===== src/rtl/pll_rst_seq_pkg.sv =====
`default_nettype none
// ============================================================================
// Module      : pll_rst_seq_pkg
// Description : Shared types and constants for the PLL reset sequencer:
//               one-hot state enum, default parameter values and the
//               retry-counter width.
// Revision    : 1.0 - initial release
// ============================================================================
package pll_rst_seq_pkg;

  localparam int c_rst_cycles_dflt    = 16;
  localparam int c_lock_timeout_dflt  = 4096;
  localparam int c_max_retry_dflt     = 3;
  localparam int c_settle_cycles_dflt = 64;

  // o_retries is a 2-bit saturating count
  localparam int c_retry_w = 2;

  typedef enum logic [5:0] {
    ST_RESET     = 6'b000001,
    ST_WAIT_LOCK = 6'b000010,
    ST_SETTLE    = 6'b000100,
    ST_RUN       = 6'b001000,
    ST_PWRDN     = 6'b010000,
    ST_FAIL      = 6'b100000
  } pll_state_e;

  function automatic int max3(input int a, input int b, input int c);
    int m;
    m = (a > b) ? a : b;
    return (m > c) ? m : c;
  endfunction

endpackage
`default_nettype wire


===== src/rtl/pll_lock_sync.sv =====
`default_nettype none
// ============================================================================
// Module      : pll_lock_sync
// Description : Generic 2-flop synchronizer, asynchronous active-high reset
//               to 0.
// Ports       : clk  - destination clock
//               rst  - asynchronous active-high reset
//               i_d  - asynchronous input
//               o_q  - synchronized output (2 cycles latency)
// Revision    : 1.0 - initial release
// ============================================================================
module pll_lock_sync #(
  parameter int WIDTH = 1
) (
  input  logic             clk,
  input  logic             rst,
  input  logic [WIDTH-1:0] i_d,
  output logic [WIDTH-1:0] o_q
);

  logic [WIDTH-1:0] r_meta;

  always_ff @(posedge clk or posedge rst) begin
    if (rst) begin
      r_meta <= '0;
      o_q    <= '0;
    end else begin
      r_meta <= i_d;
      o_q    <= r_meta;
    end
  end

endmodule
`default_nettype wire


===== src/rtl/pll_rst_seq.sv =====
`default_nettype none
// ============================================================================
// Module      : pll_rst_seq
// Description : PLL control sequencer (clk100 domain). Drives PLL RST, PWRDWN
//               and CLKINSEL, watches LOCKED. Enforces a minimum reset pulse,
//               a lock timeout with bounded retries, a post-lock settle window
//               and clean input switching. o_ready marks PLL clocks usable.
// Ports       : clk100       - system clock
//               rst          - asynchronous active-high reset
//               i_locked     - PLL LOCKED (asynchronous)
//               i_sel_req    - requested CLKINSEL level (1 = CLKIN1)
//               i_pwrdwn_req - power-down request level
//               o_pll_rst    - PLL RST
//               o_pll_pwrdwn - PLL PWRDWN
//               o_clkinsel   - PLL CLKINSEL
//               o_ready      - PLL clocks usable (RUN)
//               o_fail       - sticky lock failure
//               o_retries    - timeouts in current attempt series
// Config      : PLL_RST_SEQ_AUTOSEL_EN - when defined, every lock timeout
//               that leads to a retry toggles o_clkinsel (input failover).
// Revision    : 1.0 - initial release
// ============================================================================
module pll_rst_seq
  import pll_rst_seq_pkg::*;
#(
  parameter int RST_CYCLES    = c_rst_cycles_dflt,
  parameter int LOCK_TIMEOUT  = c_lock_timeout_dflt,
  parameter int MAX_RETRY     = c_max_retry_dflt,
  parameter int SETTLE_CYCLES = c_settle_cycles_dflt
) (
  input  logic                 clk100,
  input  logic                 rst,
  input  logic                 i_locked,
  input  logic                 i_sel_req,
  input  logic                 i_pwrdwn_req,
  output logic                 o_pll_rst,
  output logic                 o_pll_pwrdwn,
  output logic                 o_clkinsel,
  output logic                 o_ready,
  output logic                 o_fail,
  output logic [c_retry_w-1:0] o_retries
);

  localparam int c_cnt_w = $clog2(max3(RST_CYCLES, LOCK_TIMEOUT, SETTLE_CYCLES));

  localparam logic [c_cnt_w-1:0]   c_rst_last    = c_cnt_w'(RST_CYCLES - 1);
  localparam logic [c_cnt_w-1:0]   c_lock_last   = c_cnt_w'(LOCK_TIMEOUT - 1);
  localparam logic [c_cnt_w-1:0]   c_settle_last = c_cnt_w'(SETTLE_CYCLES - 1);
  localparam logic [c_retry_w-1:0] c_max_retry   = c_retry_w'(MAX_RETRY);

  logic                 w_locked_s;
  pll_state_e           r_state;
  pll_state_e           w_state_nxt;
  logic [c_cnt_w-1:0]   r_cnt;
  logic [c_cnt_w-1:0]   w_cnt_nxt;
  logic [c_retry_w-1:0] r_retries;
  logic [c_retry_w-1:0] w_retries_nxt;
  // Low for exactly one cycle after rst release: the release edge only arms
  // the sequencer, so a release close to an edge never advances the FSM and
  // the first RESET pulse spans RST_CYCLES full cycles after edge 0.
  logic                 r_arm;
  logic                 w_sel_ref;
  logic                 w_load_sel;
  logic                 w_sel_nxt;
  logic                 w_pll_rst_nxt;
  logic                 w_pll_pwrdwn_nxt;
  logic                 w_ready_nxt;
  logic                 w_fail_nxt;

  pll_lock_sync #(
    .WIDTH (1)
  ) u_lock_sync (
    .clk (clk100),
    .rst (rst),
    .i_d (i_locked),
    .o_q (w_locked_s)
  );

  // --------------------------------------------------------------------------
  // State register (plus shared counter and retry count)
  // --------------------------------------------------------------------------
  always_ff @(posedge clk100 or posedge rst) begin
    if (rst) begin
      r_arm     <= 1'b0;
      r_state   <= ST_RESET;
      r_cnt     <= '0;
      r_retries <= '0;
    end else begin
      r_arm     <= 1'b1;
      r_state   <= w_state_nxt;
      r_cnt     <= w_cnt_nxt;
      r_retries <= w_retries_nxt;
    end
  end

  // --------------------------------------------------------------------------
  // Next-state logic
  // --------------------------------------------------------------------------
  always_comb begin
    w_state_nxt   = r_state;
    w_retries_nxt = r_retries;
    if (r_arm) begin
      if (i_pwrdwn_req && (r_state != ST_FAIL)) begin
        w_state_nxt = ST_PWRDN;
      end else begin
        case (r_state)
          ST_RESET: begin
            if (r_cnt == c_rst_last) w_state_nxt = ST_WAIT_LOCK;
          end
          ST_WAIT_LOCK: begin
            if (w_locked_s) begin
              w_state_nxt = ST_SETTLE;
            end else if (r_cnt == c_lock_last) begin
              if (r_retries == c_max_retry) begin
                w_state_nxt = ST_FAIL;
              end else begin
                w_state_nxt = ST_RESET;
                if (r_retries != '1) w_retries_nxt = r_retries + 1'b1;
              end
            end
          end
          ST_SETTLE: begin
            if (!w_locked_s) begin
              w_state_nxt = ST_RESET;
            end else if (r_cnt == c_settle_last) begin
              w_state_nxt   = ST_RUN;
              w_retries_nxt = '0;
            end
          end
          ST_RUN: begin
            if (!w_locked_s || (i_sel_req != w_sel_ref)) w_state_nxt = ST_RESET;
          end
          ST_PWRDN: begin
            // Request already known low here: leave and start a fresh series
            w_state_nxt   = ST_RESET;
            w_retries_nxt = '0;
          end
          ST_FAIL: begin
            w_state_nxt = ST_FAIL;
          end
          default: begin
            w_state_nxt = ST_RESET;
          end
        endcase
      end
    end
  end

  // Counter runs only in the timed states and restarts on any state change
  always_comb begin
    w_cnt_nxt = '0;
    if (r_arm && (w_state_nxt == r_state) &&
        (r_state inside {ST_RESET, ST_WAIT_LOCK, ST_SETTLE})) begin
      w_cnt_nxt = r_cnt + 1'b1;
    end
  end

  // --------------------------------------------------------------------------
  // Output decode of the next state (registered below)
  // --------------------------------------------------------------------------
  always_comb begin
    w_pll_rst_nxt    = w_state_nxt inside {ST_RESET, ST_PWRDN, ST_FAIL};
    w_pll_pwrdwn_nxt = (w_state_nxt == ST_PWRDN);
    w_ready_nxt      = (w_state_nxt == ST_RUN);
    w_fail_nxt       = (w_state_nxt == ST_FAIL);
  end

  // CLKINSEL only moves while PLL RST is being asserted: on RESET entry and on
  // the arming edge that follows rst release.
  assign w_load_sel = !r_arm || ((w_state_nxt == ST_RESET) && (r_state != ST_RESET));

`ifdef PLL_RST_SEQ_AUTOSEL_EN
  // WAIT_LOCK -> RESET only happens on a retrying timeout
  logic w_timeout_retry;
  logic r_sel_ref;

  assign w_timeout_retry = (r_state == ST_WAIT_LOCK) && (w_state_nxt == ST_RESET);
  assign w_sel_nxt       = w_timeout_retry ? ~o_clkinsel : i_sel_req;

  // Failover may leave o_clkinsel != i_sel_req, so the RUN switch rule tracks
  // the last sampled request rather than the pin.
  always_ff @(posedge clk100 or posedge rst) begin
    if (rst) begin
      r_sel_ref <= 1'b1;
    end else if (w_load_sel) begin
      r_sel_ref <= i_sel_req;
    end
  end
  assign w_sel_ref = r_sel_ref;
`else
  assign w_sel_nxt = i_sel_req;
  assign w_sel_ref = o_clkinsel;
`endif

  always_ff @(posedge clk100 or posedge rst) begin
    if (rst) begin
      o_pll_rst    <= 1'b1;
      o_pll_pwrdwn <= 1'b0;
      o_clkinsel   <= 1'b1;
      o_ready      <= 1'b0;
      o_fail       <= 1'b0;
    end else begin
      o_pll_rst    <= w_pll_rst_nxt;
      o_pll_pwrdwn <= w_pll_pwrdwn_nxt;
      o_ready      <= w_ready_nxt;
      o_fail       <= w_fail_nxt;
      if (w_load_sel) o_clkinsel <= w_sel_nxt;
    end
  end

  assign o_retries = r_retries;

endmodule
`default_nettype wire


===== config.mk =====
export PLATFORM = sky130hd
export DESIGN_NAME = pll_rst_seq
export DESIGN_NICKNAME = d
export VERILOG_FILES = /design/src/rtl/pll_rst_seq_pkg.sv /design/src/rtl/pll_lock_sync.sv /design/src/rtl/pll_rst_seq.sv
export SDC_FILE = /design/constraint.sdc
export NUM_CORES = 1
export LEC_CHECK = 0
export ABC_AREA = 1
export CAP_MARGIN = 15
export CELL_PAD_IN_SITES_DETAIL_PLACEMENT = 0
export CELL_PAD_IN_SITES_GLOBAL_PLACEMENT = 1
export CORE_MARGIN = 5
export CORE_UTILIZATION = 25
export CTS_CLUSTER_DIAMETER = 150
export DETAILED_ROUTE_END_ITERATION = 7
export MAX_ROUTING_LAYER = met4
export PLACE_DENSITY_LB_ADDON = 0.1
export SLEW_MARGIN = 10
export SYNTH_ARGS = -nofsm -noshare
export SYNTH_HDL_FRONTEND = slang
export SYNTH_HIERARCHICAL = 1
export SYNTH_SLANG_ARGS = --single-unit

===== constraint.sdc =====
create_clock -name clk100 -period 4.75 [get_ports clk100]
set_input_delay 0.95 -clock clk100 [delete_from_list [all_inputs] [get_ports clk100]]
set_output_delay 0.95 -clock clk100 [all_outputs]
set_load 0.03 [all_outputs]

## Yosys cells after proc, flatten, opt, wreduce, memory -nomap -nowiden

Cells that the tools add are included.

- Flip-flop bits (word level): 28
- Input port bits: 5
- Output and inout bits: 7
- Word-level logic and storage cells: 69

- $add $sub $neg: 2
- Equality and inequality tests: 25
- Mux-type cells: 18
- Bitwise gates (word level): 1
- Reductions and logical operators: 12

Operators with widths:

| cell | count |
|---|---|
| 2-to-1 mux 6 bit | 9 |
| case mux 6 bit (5 select lines) | 1 |
| adder 12 x 1 -> 12 bit (second input constant) | 1 |
| == test 12 bit (second input constant) | 1 |
| == test 12 x 4 -> 1 bit (second input constant) | 1 |
| == test 12 x 6 -> 1 bit (second input constant) | 1 |
| == test 6 x 1 -> 1 bit (second input constant) | 2 |
| == test 6 x 4 -> 1 bit (second input constant) | 2 |
| == test 6 x 5 -> 1 bit (second input constant) | 2 |
| == test 6 bit (second input constant) | 2 |
| 2-to-1 mux 12 bit | 1 |
| 2-to-1 mux 2 bit | 6 |
| inequality test 2 bit (second input constant) | 6 |
| AND reduction 9 bit | 1 |
| nonzero test 3 bit | 3 |
| == test 6 x 2 -> 1 bit (second input constant) | 1 |
| == test 6 x 3 -> 1 bit (second input constant) | 1 |
| == test 6 bit | 1 |
| inequality test 6 x 1 -> 1 bit (second input constant) | 1 |
| inequality test 6 bit (second input constant) | 1 |
| case mux 2 bit (3 select lines) | 1 |
| logical AND 1 bit | 4 |
| adder 2 x 1 -> 2 bit (second input constant) | 1 |
| == test 2 bit (second input constant) | 1 |
| other kinds (5) | 7 |

## Longest topological paths before layout

Gate-level depths: netlist of run 1.

- Depth after elaboration: 11
- Gate-level depth with buffers: 17
- Gate-level depth less buffers: 16

## Modules after synthesis

Netlist of run 1, hierarchy kept.

By module, submodules not included:

| module | instances | cells each | area an instance (sq um) | sequential area each (sq um) |
|---|---|---|---|---|
| pll_rst_seq | 1 | 212 | 1665.3 | 654.4 |
| pll_lock_sync | 1 | 3 | 53.8 | 50.0 |

## Worst setup path before layout of run 1

Ideal clock, no wire load.

- Path type: input to register
- Start: in i_sel_req
- End: reg r_cnt[2]
- Setup time: 0.121 ns
- Arrival: 1.897 ns
- Data required time: 4.629 ns
- Slack: 2.732 ns
- Stages: 11
- Buffers on the path: 1
- Path through: xnor2_1 > nand2_1 > nand2_1 > nand4_1 > nand2_1 > nand2_2 > nor2_1 > nor2_2 > nand2_2 > buf_6 > nor2_2

- Word-level cells in the longest chain between the ends: 10

Ends and longest elaborated chain:

| item | line | RTL |
|---|---|---|
| start, declared | pll_rst_seq.sv:34 | `input logic i_sel_req,` |
| inequality test 1 bit | pll_rst_seq.sv:131 | `if (!w_locked_s \|\| (i_sel_req != w_sel_ref)) w_state_nxt = ST_RESET;` |
| logical OR 1 bit | pll_rst_seq.sv:131 |  |
| 2-to-1 mux 6 bit | pll_rst_seq.sv:131 |  |
| case mux 6 bit (5 select lines) | pll_rst_seq.sv:106 | `case (r_state)` |
| 2-to-1 mux 6 bit | pll_rst_seq.sv:103 | `if (i_pwrdwn_req && (r_state != ST_FAIL)) begin` |
| 2-to-1 mux 6 bit | pll_rst_seq.sv:102 | `if (r_arm) begin` |
| net w_state_nxt[0] | pll_rst_seq.sv:53 | `pll_state_e w_state_nxt;` |
| == test 6 bit | pll_rst_seq.sv:152 | `if (r_arm && (w_state_nxt == r_state) &&` |
| logical AND 1 bit (2 in a row) | pll_rst_seq.sv:152 |  |
| 2-to-1 mux 12 bit | pll_rst_seq.sv:152 |  |
| net w_cnt_nxt[2] | pll_rst_seq.sv:55 | `logic [c_cnt_w-1:0] w_cnt_nxt;` |
| end signal, assigned | pll_rst_seq.sv:91 | `r_cnt <= w_cnt_nxt;` |
| end, declared | pll_rst_seq.sv:54 | `logic [c_cnt_w-1:0] r_cnt;` |

The timed path passes the listed nets, and every way through them passes these cells.
A chain may end at the register's enable or synchronous reset.

## Worst setup path in the final report of run 1

- Start: reg o_clkinsel
- End: out o_clkinsel

RTL lines:

| item | line | RTL |
|---|---|---|
| start, declared | pll_rst_seq.sv:38 | `output logic o_clkinsel,` |
| start signal, assigned | pll_rst_seq.sv:207 | `if (w_load_sel) o_clkinsel <= w_sel_nxt;` |

No word-level cell between the ends.

==> metrics, run 1 <==
Tmin final=2.44 ns; Post-Syn Instances=215; crit share post-route=0.514; first-pass GRT wire length=6.51 mm; Max VDD drop=100 uV; IO buf count=11; postcts setup bufs=0; post-synth net total=222; register area share after synthesis=0.410; most common cell after layout, fill and taps aside=nand2_1; CP endpoint kind=output pin; Mapped Area=1720 um2; Fmax=410 MHz; die width=92.9 um; vias in the first global route=1311; clock root cell=clkbuf_8; most frequent cells in the layout=44 x nand2_1, 25 x nor2_1, 25 x dfrtp_1; antenna cell count=0; Die ar.=8640 um2; final wirelength=3.86 mm; gr usage total=0.0984; largest net degree at the start of global routing=27; max-slew violation count=0; Synth cell types=33; fillers=732; Cell Rows=30; antenna violations before repair=0; Syn. warnings=6; Antenna Nets Post-Route=0; buffers and inverters on the worst path=1; Largest register FFs=12; CTS Buf Count=3; Worst setup SP type=register; outcome=complete, no violations; WP data required=3.80 ns; Sink Count=28; fin worst setup slack=2.31 ns; Die Ht=92.9 um; Final Power=0.559 mW; Mean Syn Cell Area=8.00 um2; Starting Density=0.254; CP max-delay cell=clkdlybuf4s50_1; final hold vios=0; Power Dens Cells=277 nW/um2; GPL Wtd Cong=0.799; Max-Cap Viols=0; global route total overflow=0; slowest cell delay on critical path=0.67 ns; Lkg Pwr=0.905 nW; Area Overhead vs Synth=17.3%; DRC errors left=0; Hold WC Path Type=reg2reg; CTS tree=yes; register bit total from synthesis=28; Clock Tree Buf Depth=2; CP arrival=1.49 ns; Avg Vias per Cell=4.23; Worst-Skew Late Latency=0.27 ns; Placed Cells=305; Initial DRC Count=47; CTS clock-pin slew for the worst setup and hold paths=0.09 ns; Core Area=6760 um2; First-pass DRT Iterations=4; cts-stage hold buffer count=0; Max H-tree Level=1; Finished Layout Cells=310; critical path cell sequence=clkdlybuf4s50_1; RSZ-0062 raised after global routing=no; clock skew=0.00330 ns; # IOs=12; DR vias=1312; critical path type=reg2out; dpl ws=1.99 ns; setup TNS=0 ns; # setup viols final=0; share of layout cells above drive strength 1=0.226; wire per inst=12.5 um; CTS resizes=0; Final Net Count=238; Reg with most FFs=r_cnt; Detailed Place HPWL=3.10 mm; CP max FO=3; critical path's top delay family=buffers and inverters
layout make-up:
cell class,instances,area (um2),share of cell area
sequential,28,704,0.349
multi-input combinational,158,893,0.443
timing repair buffer,12,138,0.0682
clock inverter,1,30.0,0.0149
inverter,28,110,0.0546
tap,80,100,0.0496
clock buffer,3,41.3,0.0205
kinds of logic after synthesis:
family,synth area share
buffers and inverters,0.0706
AO/OA/AOI/OAI,0.0459
adder cells (fa/ha/maj),0.0146
XOR/XNOR,0.0560
AND/OR/NAND/NOR,0.401
flip-flops,0.410
other,0.00218
metal layers:
layer / track usage / wire length, um / vias to the layer above
li1: - / - / 704
met1: 0.133 / 1920 / 599
met2: 0.150 / 1840 / 5
met3: 0.0162 / 54 / 4
met4: 0.0330 / 38 / 0
met5: - / 0 / -
report_power, final:
part           total, mW  internal (mW)  switching, mW  leakage (nW)
clock              0.186          0.113         0.0729        0.0357
combinational      0.107         0.0418         0.0654         0.502
sequential         0.266          0.254         0.0126         0.367
stage by stage:
step                       util  hold slack (ns)  area (um2)
after detailed placement  0.284            0.337        1920
after floorplan               -            0.331        1720
after global routing      0.299            0.378        2020
after CTS                 0.294            0.362        1990
final                     0.299            0.357        2020
after global placement    0.284            0.334        1920
worst paths after layout:
path,to,slack (ns),start,depth (start not counted)
max reg2reg,r_cnt[0],2.54,r_cnt[0],13
min reg2reg,u_lock_sync/o_q,0.36,u_lock_sync/r_meta,0
min in group asynchronous,u_lock_sync/r_meta,0.85,rst,2
max in group asynchronous,r_state[0],3.26,rst,3
max,o_clkinsel,2.31,o_clkinsel,1
min,u_lock_sync/o_q,0.36,u_lock_sync/r_meta,0
synth_stat cells:
| cell | n | area, um2 |
|---|---|---|
| nand3_1 | 13 | 65.1 |
| nand3b_1 | 2 | 15.0 |
| or2_1 | 1 | 6.26 |
| xor2_1 | 8 | 70.1 |
| dfstp_2 | 3 | 78.8 |
| o2111ai_1 | 1 | 8.76 |
| a21oi_2 | 1 | 8.76 |
| nand3_2 | 2 | 20.0 |
| nand2_1 | 44 | 165 |
| o211ai_2 | 1 | 12.5 |
| o21ai_2 | 1 | 8.76 |
| inv_2 | 2 | 7.51 |
| dfrtp_1 | 25 | 626 |
| nand4_1 | 8 | 50.1 |
| nor4_1 | 1 | 6.26 |
| or2_2 | 1 | 6.26 |
| a31o_2 | 1 | 8.76 |
| conb_1 | 1 | 3.75 |
| nand2_4 | 3 | 33.8 |
| nor2_2 | 14 | 87.6 |
| ha_1 | 2 | 25.0 |
| inv_1 | 24 | 90.1 |
| nand2_2 | 11 | 68.8 |
| nor2_1 | 25 | 93.8 |
| nor3_1 | 3 | 15.0 |
| o22ai_1 | 1 | 6.26 |
| nor2_4 | 5 | 56.3 |
| inv_4 | 2 | 12.5 |
| buf_6 | 1 | 11.3 |
| xnor2_1 | 3 | 26.3 |
| a21oi_1 | 2 | 10.0 |
| o21ai_0 | 2 | 10.0 |
| o21ai_1 | 1 | 5.00 |
Note: power is estimated with default switching activity, not from simulation.
==> inputs of run 2 (changes only) <==
- clock period: 4.75 -> 2.2 ns (I/O delays scaled with it)
==> metrics, run 2 (synthesized netlist as in run 1, its figures left out) <==
Antenna Nets Post-Route=0; buffers and inverters on the worst path=3; Fmax=500 MHz; r2r worst-path depth=15; most frequent cells in the layout=43 x nand2_1, 24 x dfrtp_1, 23 x inv_1; Worst setup SP type=register; critical path type=reg2reg; GR peak layer=met2; CP max-delay cell=dfrtp_1; Final Instance Area=2140 um2; final wirelength=4.25 mm; Initial DRC Count=48; Placed Area=1990 um2; global route total overflow=0; crit share post-route=0.910; Avg Vias per Cell=4.39; Max VDD drop=295 uV; Worst-Skew Late Latency=0.28 ns; RR Startpoint=r_state[3]; IO buf count=11; CTS tree=yes; gr usage total=0.107; CP endpoint kind=register; max-slew violation count=0; Max H-tree Level=1; vias in the first global route=1436; antenna cell count=0; # IOs=12; DR vias=1397; dpl ws=-0.00395 ns; wire per inst=13.4 um; Finished Layout Cells=318; Sink Count=28; fin worst setup slack=0.199 ns; fillers=722; GPL Wtd Cong=0.785; Largest register FFs=12; CTS resizes=0; Power Dens Cells=582 nW/um2; DRC errors left=0; CP max FO=6; Die Ht=92.9 um; CTS Buf Count=3; WP data required=2.42 ns; Placed Cells=313; Tmin final=2.00 ns; final worst hold slack=0.332 ns; First-pass DRT Iterations=4; CP arrival=2.22 ns; postcts setup bufs=0; Final Power=1.25 mW; antenna violations before repair=0; Final Net Count=246; Clock Tree Buf Depth=2; met2 Use GR=0.179; Area Overhead vs Synth=24.5%; r2r setup slk=0.20 ns; most common cell after layout, fill and taps aside=nand2_1; clock root cell=clkbuf_8; met1 Resource Use GR=0.128; cts-stage hold buffer count=0; Die ar.=8640 um2; largest net degree at the start of global routing=27; share of layout cells above drive strength 1=0.303; clock skew=0.00305 ns; die width=92.9 um; CTS clock-pin slew for the worst setup and hold paths=0.10 ns; Reg with most FFs=r_cnt; crit-path most repeated cell=nand2_4; Detailed Place HPWL=3.21 mm; RR Endpoint=r_cnt[9]; Hold WC Path Type=in2async; Core Area=6760 um2; Lkg Pwr=0.947 nW; Starting Density=0.254; critical path's top delay family=simple AND/OR/NAND/NOR gates; first-pass GRT wire length=6.99 mm; met3 Use GR=0.0211; slowest cell delay on critical path=0.44 ns; Max-Cap Viols=0; outcome=complete, no violations; # setup viols final=0; critical path cell sequence=inv_1, nand2_1, nor2_2, nand2_2, nand2_2, nand2_2, inv_4, nand2_4, inv_4, nand2_4, nand2_4, o22ai_1, nor2_4, nand2_4, nor2_2; final hold vios=0; Cell Rows=30
-- run 2: per-layer routing --
metal  routed length [um]  vias up
li1                     -      726
met1                 1980      651
met2                 2120       14
met3                   86        6
met4                   61        0
met5                    0        -
-- run 2: area by class of cell --
class	count	area, um2	area share
timing repair buffer	19	183	0.0854
sequential	28	706	0.330
multi-input combinational	159	970	0.453
clock buffer	3	41.3	0.0193
tap	80	100	0.0468
inverter	28	110	0.0515
clock inverter	1	30.0	0.0140
-- run 2: power breakdown --
part           leakage, nW  switching, mW  internal, mW
registers            0.366         0.0278         0.548
logic                0.545          0.151        0.0985
clock network       0.0357          0.176         0.244
-- run 2: how the worst max path moves through the flow --
stage | start | to | depth (start not counted)
floorplan | r_state[0] | r_cnt[7] | 16
global route | r_cnt[0] | r_cnt[0] | 11
detailed placement | i_sel_req | r_cnt[0] | 11
finish | r_state[3] | r_cnt[9] | 15
global placement | i_sel_req | r_cnt[0] | 11
CTS | r_cnt[0] | r_cnt[0] | 12
-- run 2: worst reg2reg max path, stage by stage (launching register included) --
cell and delay, ns:
dfrtp_1 0.44, inv_1 0.13, nand2_1 0.09, nor2_2 0.16, nand2_2 0.09, nand2_2 0.06
nand2_2 0.06, inv_4 0.10, nand2_4 0.06, inv_4 0.08, nand2_4 0.06, nand2_4 0.08
o22ai_1 0.11, nor2_4 0.18, nand2_4 0.12, nor2_2 0.10
-- run 2: metrics by stage --
| stage | utilization | setup TNS (ns) |
|---|---|---|
| 2_1_floorplan | - | 0 |
| 6_report | 0.317 | 0 |
| 4_1_cts | 0.305 | 0 |
| 3_5_place_dp | 0.295 | -0.00395 |
| 5_1_grt | 0.317 | -0.0170 |
| 3_3_place_gp | 0.295 | 0 |
==> inputs of run 3 (changes only) <==
- RECOVER_POWER: not set -> 100
- SLEW_MARGIN: 10 -> 20
- TNS_END_PERCENT: not set -> 50
==> metrics, run 3 (synthesized netlist as in run 1, its figures left out) <==
setup TNS=0 ns; clock skew=0.00294 ns; First-pass DRT Iterations=4; critical path type=reg2out; Worst slew margin=0.189; Starting Density=0.254; die width=92.9 um; Hold WC Path Type=reg2reg; Power Dens Cells=580 nW/um2; WP data required=1.76 ns; global route total overflow=0; slowest cell delay on critical path=0.74 ns; Detailed Place HPWL=3.21 mm; critical path's top delay family=buffers and inverters; critical path cell sequence=dlygate4sd3_1; buffers and inverters on the worst path=1; antenna cell count=0; Largest register FFs=12; Reg with most FFs=r_cnt; final worst hold slack=0.360 ns; Worst setup SP type=register; final wirelength=4.23 mm; Lkg Pwr=0.962 nW; Max H-tree Level=1; worst slew pin tran=1.21 ns; Worst-Skew Late Latency=0.28 ns; CTS tree=yes; Die Ht=92.9 um; cts-stage hold buffer count=0; DR vias=1395; outcome=complete, no violations; Placed Cells=313; Avg Vias per Cell=4.39; gr usage total=0.107; Area Overhead vs Synth=23.7%; first-pass GRT wire length=6.99 mm; Tmin final=2.02 ns; max-slew violation count=0; postcts setup bufs=0; Finished Layout Cells=318; wire per inst=13.3 um; vias in the first global route=1436; Antenna Nets Post-Route=0; Core Area=6760 um2; Fmax=494 MHz; CP max-delay cell=dlygate4sd3_1; Placed Area=1990 um2; fillers=721; Initial DRC Count=42; # IOs=12; dpl ws=-0.00395 ns; CP endpoint kind=output pin; Die ar.=8640 um2; Clock Tree Buf Depth=2; multi-input logic area=967 um2; Register Area=706 um2; CTS clock-pin slew for the worst setup and hold paths=0.10 ns; DRC errors left=0; Sink Count=28; Cell Rows=30; most common cell after layout, fill and taps aside=nand2_1; crit share post-route=0.920; CTS Buf Count=3; CP max FO=3; IO buf count=11; final hold vios=0; # setup viols final=0; CP arrival=1.58 ns; share of layout cells above drive strength 1=0.290; most frequent cells in the layout=44 x nand2_1, 24 x dfrtp_1, 23 x inv_1; largest net degree at the start of global routing=27; Final Net Count=246; GPL Wtd Cong=0.785; Max VDD drop=295 uV; clock root cell=clkbuf_8; Max-Cap Viols=0; Final Instance Area=2130 um2; fin worst setup slack=0.175 ns; antenna violations before repair=0
[run 3: routing by layer]
metal	up-vias	routed length [um]	track usage
met5	-	0	-
met2	14	2120	0.179
met4	0	61	0.0342
li1	725	-	-
met3	6	86	0.0211
met1	650	1960	0.128
[run 3: final timing paths]
check	cells past startpoint	slack (ns)	startpoint	end
setup reg to reg	15	0.20	r_state[3]	r_cnt[9]
hold reg to reg	0	0.36	u_lock_sync/r_meta	u_lock_sync/o_q
max in group asynchronous	3	0.37	rst	r_state[4]
min in group asynchronous	2	0.46	rst	u_lock_sync/o_q
setup / recovery	1	0.18	o_clkinsel	o_clkinsel
hold / removal	0	0.36	u_lock_sync/r_meta	u_lock_sync/o_q
[run 3: through the flow]
| step | total power, mW | utilization |
|---|---|---|
| finish | 1.23 | 0.315 |
| global route | 1.32 | 0.315 |
| CTS | 1.27 | 0.305 |
| detailed placement | 0.826 | 0.295 |
| global placement | 0.828 | 0.295 |
| floorplan | 0.734 | - |
[run 3: power breakdown]
group	total, mW	leakage [nW]	internal, mW	switching [mW]
clock network	0.419	0.0357	0.244	0.175
logic	0.238	0.560	0.0877	0.150
registers	0.575	0.366	0.548	0.0269
[run 3: final cells by class]
type	count	area share
clock buffers	3	0.0194
clock inverters	1	0.0141
inverters	28	0.0518
multi-input cells	159	0.455
flip-flops and latches	28	0.332
well taps	80	0.0471
repair buffers	19	0.0806
[run 3: what timing repair did]
| action | CTS | global route |
|---|---|---|
| hold endpoints to repair | 0 | 0 |
| gates resized for setup | 0 | 18 |
| setup endpoints to repair | 0 | 18 |
